$ cat config.mk
export PLATFORM = sky130hd
export DESIGN_NAME = mem_arbiter
export DESIGN_NICKNAME = d
export VERILOG_FILES = /design/src/rtl/mem_arbiter.sv
export SDC_FILE = /design/constraint.sdc
export NUM_CORES = 1
export LEC_CHECK = 0
export ABC_AREA = 1
export CORE_AREA = 4 4 180 182
export CTS_BUF_LIST = sky130_fd_sc_hd__clkbuf_8 sky130_fd_sc_hd__clkbuf_16
export CTS_CLUSTER_DIAMETER = 50
export DETAILED_ROUTE_END_ITERATION = 12
export DIE_AREA = 0 0 184 186
export PLACE_DENSITY = 0.58
export SYNTH_ARGS = -nofsm -noshare
export SYNTH_HDL_FRONTEND = slang
export SYNTH_SLANG_ARGS = --single-unit
$ cat constraint.sdc
create_clock -name clk -period 4.2 [get_ports clk]
set_clock_uncertainty 0.2 [all_clocks]
set_input_delay 0.84 -clock clk [delete_from_list [all_inputs] [get_ports clk]]
set_output_delay 0.84 -clock clk [all_outputs]
set_load 0.02 [all_outputs]
$ cat src/rtl/mem_arbiter.sv
// mem_arbiter: round-robin arbiter giving two 64-bit masters shared access to a 32-bit BRAM window.
module mem_arbiter #(
  parameter logic [63:0] BASE  = 64'h0,
  parameter int          WORDS = 3072,
  parameter int          AW    = 12
) (
  input  logic          clk,
  input  logic          reset,
  input  logic          m0_req,
  input  logic          m0_we,
  input  logic [63:0]   m0_addr,
  input  logic [63:0]   m0_wdata,
  output logic [63:0]   m0_rdata,
  output logic          m0_done,
  input  logic          m1_req,
  input  logic          m1_we,
  input  logic [63:0]   m1_addr,
  input  logic [63:0]   m1_wdata,
  output logic [63:0]   m1_rdata,
  output logic          m1_done,
  output logic [AW-1:0] mem_addr,
  output logic          mem_en,
  output logic          mem_we,
  output logic [31:0]   mem_wdata,
  input  logic [31:0]   mem_rdata,
  output logic          grant
);
  typedef enum logic [1:0] {IDLE, ACCESS, RWAIT, DONE} state_t;
  localparam logic [63:0] LIMIT = BASE + 64'(WORDS) * 64'd4;
  state_t r_state;
  logic r_we, r_in;
  logic w_pick, w_we, w_in, w_unused;
  logic [63:0] w_addr, w_wdata, w_off;
  // Contention goes to the master that did not own the last transaction.
  always_comb begin
    w_pick   = (m0_req && m1_req) ? ~grant : m1_req;
    w_we     = w_pick ? m1_we : m0_we;
    w_addr   = w_pick ? m1_addr : m0_addr;
    w_wdata  = w_pick ? m1_wdata : m0_wdata;
    w_off    = w_addr - BASE;
    w_in     = (w_addr >= BASE) && (w_addr < LIMIT);
    w_unused = ^{w_wdata[63:32], w_off[63:AW+2], w_off[1:0]};
  end
  always_ff @(posedge clk or negedge reset) begin
    if (!reset) begin
      r_state   <= IDLE;
      r_we      <= 1'b0;
      r_in      <= 1'b0;
      mem_en    <= 1'b0;
      mem_we    <= 1'b0;
      mem_addr  <= '0;
      mem_wdata <= '0;
      m0_done   <= 1'b0;
      m1_done   <= 1'b0;
      m0_rdata  <= '0;
      m1_rdata  <= '0;
      grant     <= 1'b1;
    end else begin
      case (r_state)
        IDLE: if (m0_req || m1_req) begin
          grant     <= w_pick;
          r_we      <= w_we;
          r_in      <= w_in;
          mem_addr  <= w_off[AW+1:2];
          mem_wdata <= w_wdata[31:0];
          mem_en    <= w_in;
          mem_we    <= w_in && w_we;
          r_state   <= ACCESS;
        end
        ACCESS: begin
          mem_en <= 1'b0;
          mem_we <= 1'b0;
          if (r_in && !r_we) r_state <= RWAIT;
          else begin
            r_state <= DONE;
            m0_done <= !grant;
            m1_done <= grant;
            if (!r_we && !grant) m0_rdata <= '0;
            if (!r_we && grant) m1_rdata <= '0;
          end
        end
        RWAIT: begin
          r_state <= DONE;
          m0_done <= !grant;
          m1_done <= grant;
          if (!grant) m0_rdata <= {32'h0, mem_rdata};
          if (grant) m1_rdata <= {32'h0, mem_rdata};
        end
        DONE: begin
          m0_done <= 1'b0;
          m1_done <= 1'b0;
          r_state <= IDLE;
        end
      endcase
    end
  end
endmodule
Word-level counts from Yosys, hierarchy flattened --
Cells that the tools add are included. W data, S select, Z words.
Storage, ports and cells: output and inout port bits 177, bits in registers 181, word-level logic and storage cells 65, input bits 294
Operators by class: mux-type cells 23, equal/unequal tests 9, order comparisons 2, bitwise gates (word level) 1, reduce and logical (&&, ||, !) cells 18
Operator list (count):
- $mux W64 | 7
- $pmux W64 S2 | 2
- $ge A64 B1 Y1 const B | 1
- $lt A64 B14 Y1 const B | 1
- $mux W32 | 1
- $ne A2 B2 Y1 const B | 6
- $pmux W2 S4 | 1
- $reduce_and A4 Y1 | 2
- $mux W1 | 7
- $logic_and A1 B1 Y1 | 6
- $pmux W1 S3 | 2
- $reduce_and A2 Y1 | 3
- $eq A2 B2 Y1 const B | 2
- $pmux W1 S2 | 2
- $reduce_bool A2 Y1 | 2
- $reduce_bool A3 Y1 | 1
- $eq A2 B1 Y1 const B | 1
- $logic_not A1 Y1 | 2
- $logic_not A2 Y1 | 1
- $mux W2 | 1
- $logic_or A1 B1 Y1 | 1
- $not A1 Y1 | 1

Longest topological paths before layout --
depth after elaboration 8, mapped depth 9, depth with buffers taken out 9

Worst setup path before layout --
Ideal clock, no wire load.
path kind input to register, start input port m1_req, end register mem_addr[3], buffers on the path 2, stages 6, library setup time 121 ps, path slack 2366 ps, required time 3879 ps, data arrival time 1512 ps, path through o21ai_4 > inv_2 > buf_6 > buf_6 > o21ai_0 > o21ai_1
On the way: word-level cells in the longest chain between the ends 3, elaborated cells on any way between the ends 5, classes of those cells 2 x mux; 3 x reduce/logical
Ends and longest elaborated chain:
- start, declared | RTL line 15 | input logic m1_req,
- $logic_and A1 B1 Y1 | RTL line 36 | w_pick = (m0_req && m1_req) ? ~grant : m1_req;
- $mux W1 | RTL line 36
- $mux W64 | RTL line 38 | w_addr = w_pick ? m1_addr : m0_addr;
- end signal, assigned | RTL line 64 | mem_addr <= w_off[AW+1:2];
- end, declared | RTL line 21 | output logic [AW-1:0] mem_addr,
Parallel ways exist; a longest one is shown, timed or not. A chain may end at the register's enable or synchronous reset.

Final worst setup path --
start register grant, end output port grant
RTL lines:
- start, declared | RTL line 26 | output logic grant
- start signal, assigned | RTL line 61 | grant <= w_pick;
No word-level cell between the ends.

==> out/qor.txt <==
Leak: 4.14 nW
WP buf/inv: 1
1st-iter DRT viols: 209
CTS resizes: 0
via/cell ratio: 3.92
Setup TNS: 0 ns
Pwr Total: 0.00627 W
crit path max fanout: 6
overall die width: 184 um
area grow syn2layout: 71.7%
Synth top area share: 50.6%
CTS tree: yes
Yosys Warn Count: 0
Final Hold Viols: 0
Core Area: 0.0306 sq mm
switch share: 40.4%
GPL Wtd Cong: 0.762
drt wl/cell: 14.6 um
CTS clk-pin slew, worst paths: 0.06 ns
Final setup viols: 0
first-pass GRT wire length: 31.8 mm
final std cells w/o fill: 1435
Slew HR: 28.2%
Unique masters post-synth: 30
cell area after layout: 0.00984 sq mm
Detailed Routing Iterations Pass 1: 4
Flop pwr share: 29.4%
Yosys top cell by area: dfrtp_1
status: completed
synthesized flop and latch total: 117
hold buffers post-CTS: 0
# DRC: 0
f_max: 0.368 GHz
Ant. Diodes: 0
Psw: 0.00254 W
worst slew pin tran: 1.07 ns
VDD IR max: 0.000235 V
detailed-route via count: 5623
fin. max-slew vios: 0
Clk Latency, worst-skew pair: 0.40 ns
critical path's largest stage delay: 0.68 ns
CP Capture Type: output pin
fin crit share: 64.7%
vias in the first global route: 5638
Post-CTS Repair Setup Buffers: 0
min cycle time layout: 2.72 ns
total length of routed wires: 21.0 mm
Slowest-stage cell, CP: clkdlybuf4s50_1
PwrDens: 637 mW/mm^2
crit path launch type: flop
CTS Sinks: 117
Die ar.: 0.0342 sq mm
hold slack: 0.280 ns
Port-buffer cells: 338
Gate Count Post-Synth: 700
placed insts: 1403
worst path required time: 3.16 ns
register area share after synthesis: 51.1%
CTS Buffer Depth: 2
Cell Int Power: 0.00374 W
initial antenna violation count: 0
nets@finish: 1325
CTS HTree Levels: 4
Ports: 471
dominant cells by area after synthesis: dfrtp_1, nand2_1, o21ai_0
Die Ht: 186 um
Clock power frac: 24.0%
largest net degree at the start of global routing: 65
Clock Root Buffer: clkbuf_16
crit path DAT: 1.68 ns
antenna viol nets, final: 0
layout cells sized above 1: 4.81%
most frequent cells in the layout: clkdlybuf4s50_1, nand2_1, o21ai_0
CP cell instances: clkdlybuf4s50_1
cell family with most CP delay: buffers and inverters
Synth Area per Inst: 8.19 sq um
Num CTS Buffers: 17
commonest non-fill, non-tap cell in the layout: clkdlybuf4s50_1
total congestion overflow: 0
HPWL Detailed: 16.0 mm
# Max-Cap Violations: 0
Site Rows: 64
# fillers: 3239
synthesized area: 0.00573 sq mm
combinational power share: 46.6%
Worst Setup Path Type: flop to output pin
dpl cell area: 0.00924 sq mm
RSZ-0062 raised after global routing: false
All-Layer GR Usage: 12.0%
Hold Crit Class: flop to flop
Initial Util: 18.7%
==> logic make-up after synthesis <==
| logic type | synth area share (%) |
|---|---|
| buffers and inverters | 11.9 |
| adders and majority gates | 1.09 |
| AOI/OAI and AO/OA | 14.9 |
| DFF | 51.1 |
| other | 0.0654 |
| and+or+nand+nor | 21.0 |
==> cells in the mapped netlist (all sizes together) <==
master,instances
ha,5
dfstp,1
and2,2
conb,1
clkbuf,20
o21ai,156
a21o,1
buf,78
nor2,108
nand3,6
a31oi,2
o31ai,3
dfrtp,116
nand4,5
a21oi,2
inv,8
nand2,186
==> metal layers <==
layer	routed length [um]	GRT usage [%]	up-vias
met5	0	0	-
met4	194	2.87	0
met3	2080	4.63	11
met1	8650	14.7	2551
met2	10100	20.1	259
li1	-	-	2802
==> through the flow <==
stage | worst slack (ns) | utilization [%]
after floorplan | 2.37 | -
after global placement | 1.05 | 30.2
after detailed placement | 1.03 | 30.2
after CTS | 1.45 | 32.2
after global routing | 1.32 | 32.2
final | 1.48 | 32.2
==> layout make-up <==
class	count	area [sq um]	share of cell area (%)
inverters	8	32.5	0.330
flip-flops and latches	117	2930	29.8
clock buffers	18	439	4.46
multi-input cells	540	2360	23.9
repair buffers	342	3420	34.8
well taps	396	495	5.03
clock inverters	14	166	1.69
==> worst paths after layout <==
| kind | start | endpoint | slack (ns) | depth (start not counted) |
|---|---|---|---|---|
| min reg2reg | m0_rdata[2]$_DFFE_PN0P_ | m0_rdata[2]$_DFFE_PN0P_ | 0.28 | 2 |
| max reg2reg | r_state[1]$_DFFE_PN0P_ | m1_rdata[3]$_DFFE_PN0P_ | 1.78 | 6 |
| min | m0_rdata[2]$_DFFE_PN0P_ | m0_rdata[2]$_DFFE_PN0P_ | 0.28 | 2 |
| max in group asynchronous | reset | m0_rdata[1]$_DFFE_PN0P_ | 2.64 | 2 |
| min in group asynchronous | reset | m1_rdata[3]$_DFFE_PN0P_ | 0.31 | 1 |
| max | grant$_DFFE_PN1P_ | grant | 1.48 | 1 |
==> worst reg2reg max path: cells and delay by family, from the launching register on <==
| kind | cells | cell delay [ns] |
|---|---|---|
| flip-flops | 1 | 0.40 |
| buffers and inverters | 1 | 0.14 |
| adder cells (fa/ha/maj) | 1 | 0.22 |
| AND/OR/NAND/NOR | 1 | 0.61 |
| AO/OA/AOI/OAI | 3 | 0.75 |
==> flip-flops by register name, summed over array words and instances, names as in the netlist <==
name	count
m0_done	1
m1_done	1
m0_rdata	32
r_in	1
mem_we	1
m1_rdata	32
mem_addr	12
grant	1
mem_wdata	32
r_state	2
mem_en	1
r_we	1
==> power groups by stage <==
stage	Sequential, W	Combinational (W)	Clock [W]
6_report	0.00185	0.00292	0.00151
5_1_grt	0.00192	0.00324	0.00162
4_1_cts	0.00185	0.00300	0.00157
3_5_place_dp	0.00186	0.00299	0
3_3_place_gp	0.00185	0.00297	0
2_1_floorplan	0.00238	0.00104	0
(Power assumes the default switching activity.)
==> RTL change, RTL diff (same settings) <==
Change the parameter `AW` from 12 to 13.
--- a/src/rtl/mem_arbiter.sv
+++ b/src/rtl/mem_arbiter.sv
@@ -3,5 +3,5 @@
   parameter logic [63:0] BASE  = 64'h0,
   parameter int          WORDS = 3072,
-  parameter int          AW    = 12
+  parameter int          AW    = 13
 ) (
   input  logic          clk,
Interface: changed (resized mem_addr); port bits go from 471 to 472. The function was not compared with the original's and may differ.
==> RTL change against the unedited design <==
  * Via count grew 1.5%
  * Setup slack lost 62 ps
  * Largest cell class unchanged
  * Sequential power grew 6%
  * Total power grew 8.3%
  * Wire length grew 3.7%
  * Area after synthesis grew 0.83%
  * Register-to-register slack lost 320 ps
  * Cell count grew 1.2%
  * Non-clock buffer count grew 7
  * Sequential cell count grew 1
  * Final area grew 1.3%
  * Combinational power grew 13%
  * Largest power group unchanged
  * Critical path type unchanged
==> RTL change: results (changes against the unedited design) <==
[run_status]
status=finished clean

[sta]
fin_hold_ws_ps=281  ; +0.338 ps
tightest_slew_ps=999  ; -74.0 ps

[worst_setup_path]
timing.rr.start=r_state[0]$_DFFE_PN0P_
arrival_ps=1740  ; +60 ps

[place]
place_congestion=0.799  ; +4.8%

[layout]
fill_cells=3256  ; +0.52%
seq_share_pct=29.6  ; -0.13 points
inverters=13  ; +5
nClkBuffers=19  ; +1
seq_cells=118  ; +0.85%
nMultiInputCombCells=544  ; +0.74%
buffers=349  ; +2.0%
nonClkBufAreaFrac_pct=34.8  ; about the same

[global_route]
grt_util_all_layers_pct=12.2  ; +0.16 points
grt_pass1_wl_mm=32.4  ; +1.7%
met2_usage_pct=20.5  ; +0.41 points
grt_max_degree=91  ; +40%
grtUsageMet3_pct=4.92  ; +0.29 points

[min_path]
min_from=m1_rdata[18]$_DFFE_PN0P_
hold_end=m1_rdata[18]$_DFFE_PN0P_

[routing]
first_iter_violations=206  ; -1.4%
wl_mm=21.8  ; +3.7%
met3_length_mm=2.09  ; +0.43%

[yosys]
synth.area.top_cells=dfrtp_1, nand2_1, buf_4, o21ai_0, nor2_1

[pwr]
ir_drop_v=0.000265  ; +13%

RTL change: per-stage QoR:
step	utilization [%]	cell area, um^2
finish	32.6	9970
floorplan	-	6020
global route	32.6	9970
global placement	30.6	9360
CTS	32.6	9970
detailed placement	30.6	9360
RTL change: power groups by stage:
stage | clock (uW) | sequential [uW] | combinational, uW
after CTS | 1590 | 1970 | 3380
after global placement | 0 | 1950 | 3360
after detailed placement | 0 | 1970 | 3370
after floorplan | 0 | 2560 | 1140
final | 1530 | 1960 | 3310
after global routing | 1640 | 2030 | 3620
RTL change: kinds of logic (layout without fill, tap and decap cells):
group / Yosys count / after routing / synth area share, %
buffers and inverters: 111 / 394 / 12.1
AND/OR/NAND/NOR: 310 / 310 / 20.9
adder cells (fa/ha/maj): 5 / 5 / 1.08
other: 1 / 64 / 0.0649
AO/OA/AOI/OAI: 165 / 165 / 14.8
flip-flops: 118 / 118 / 51.1
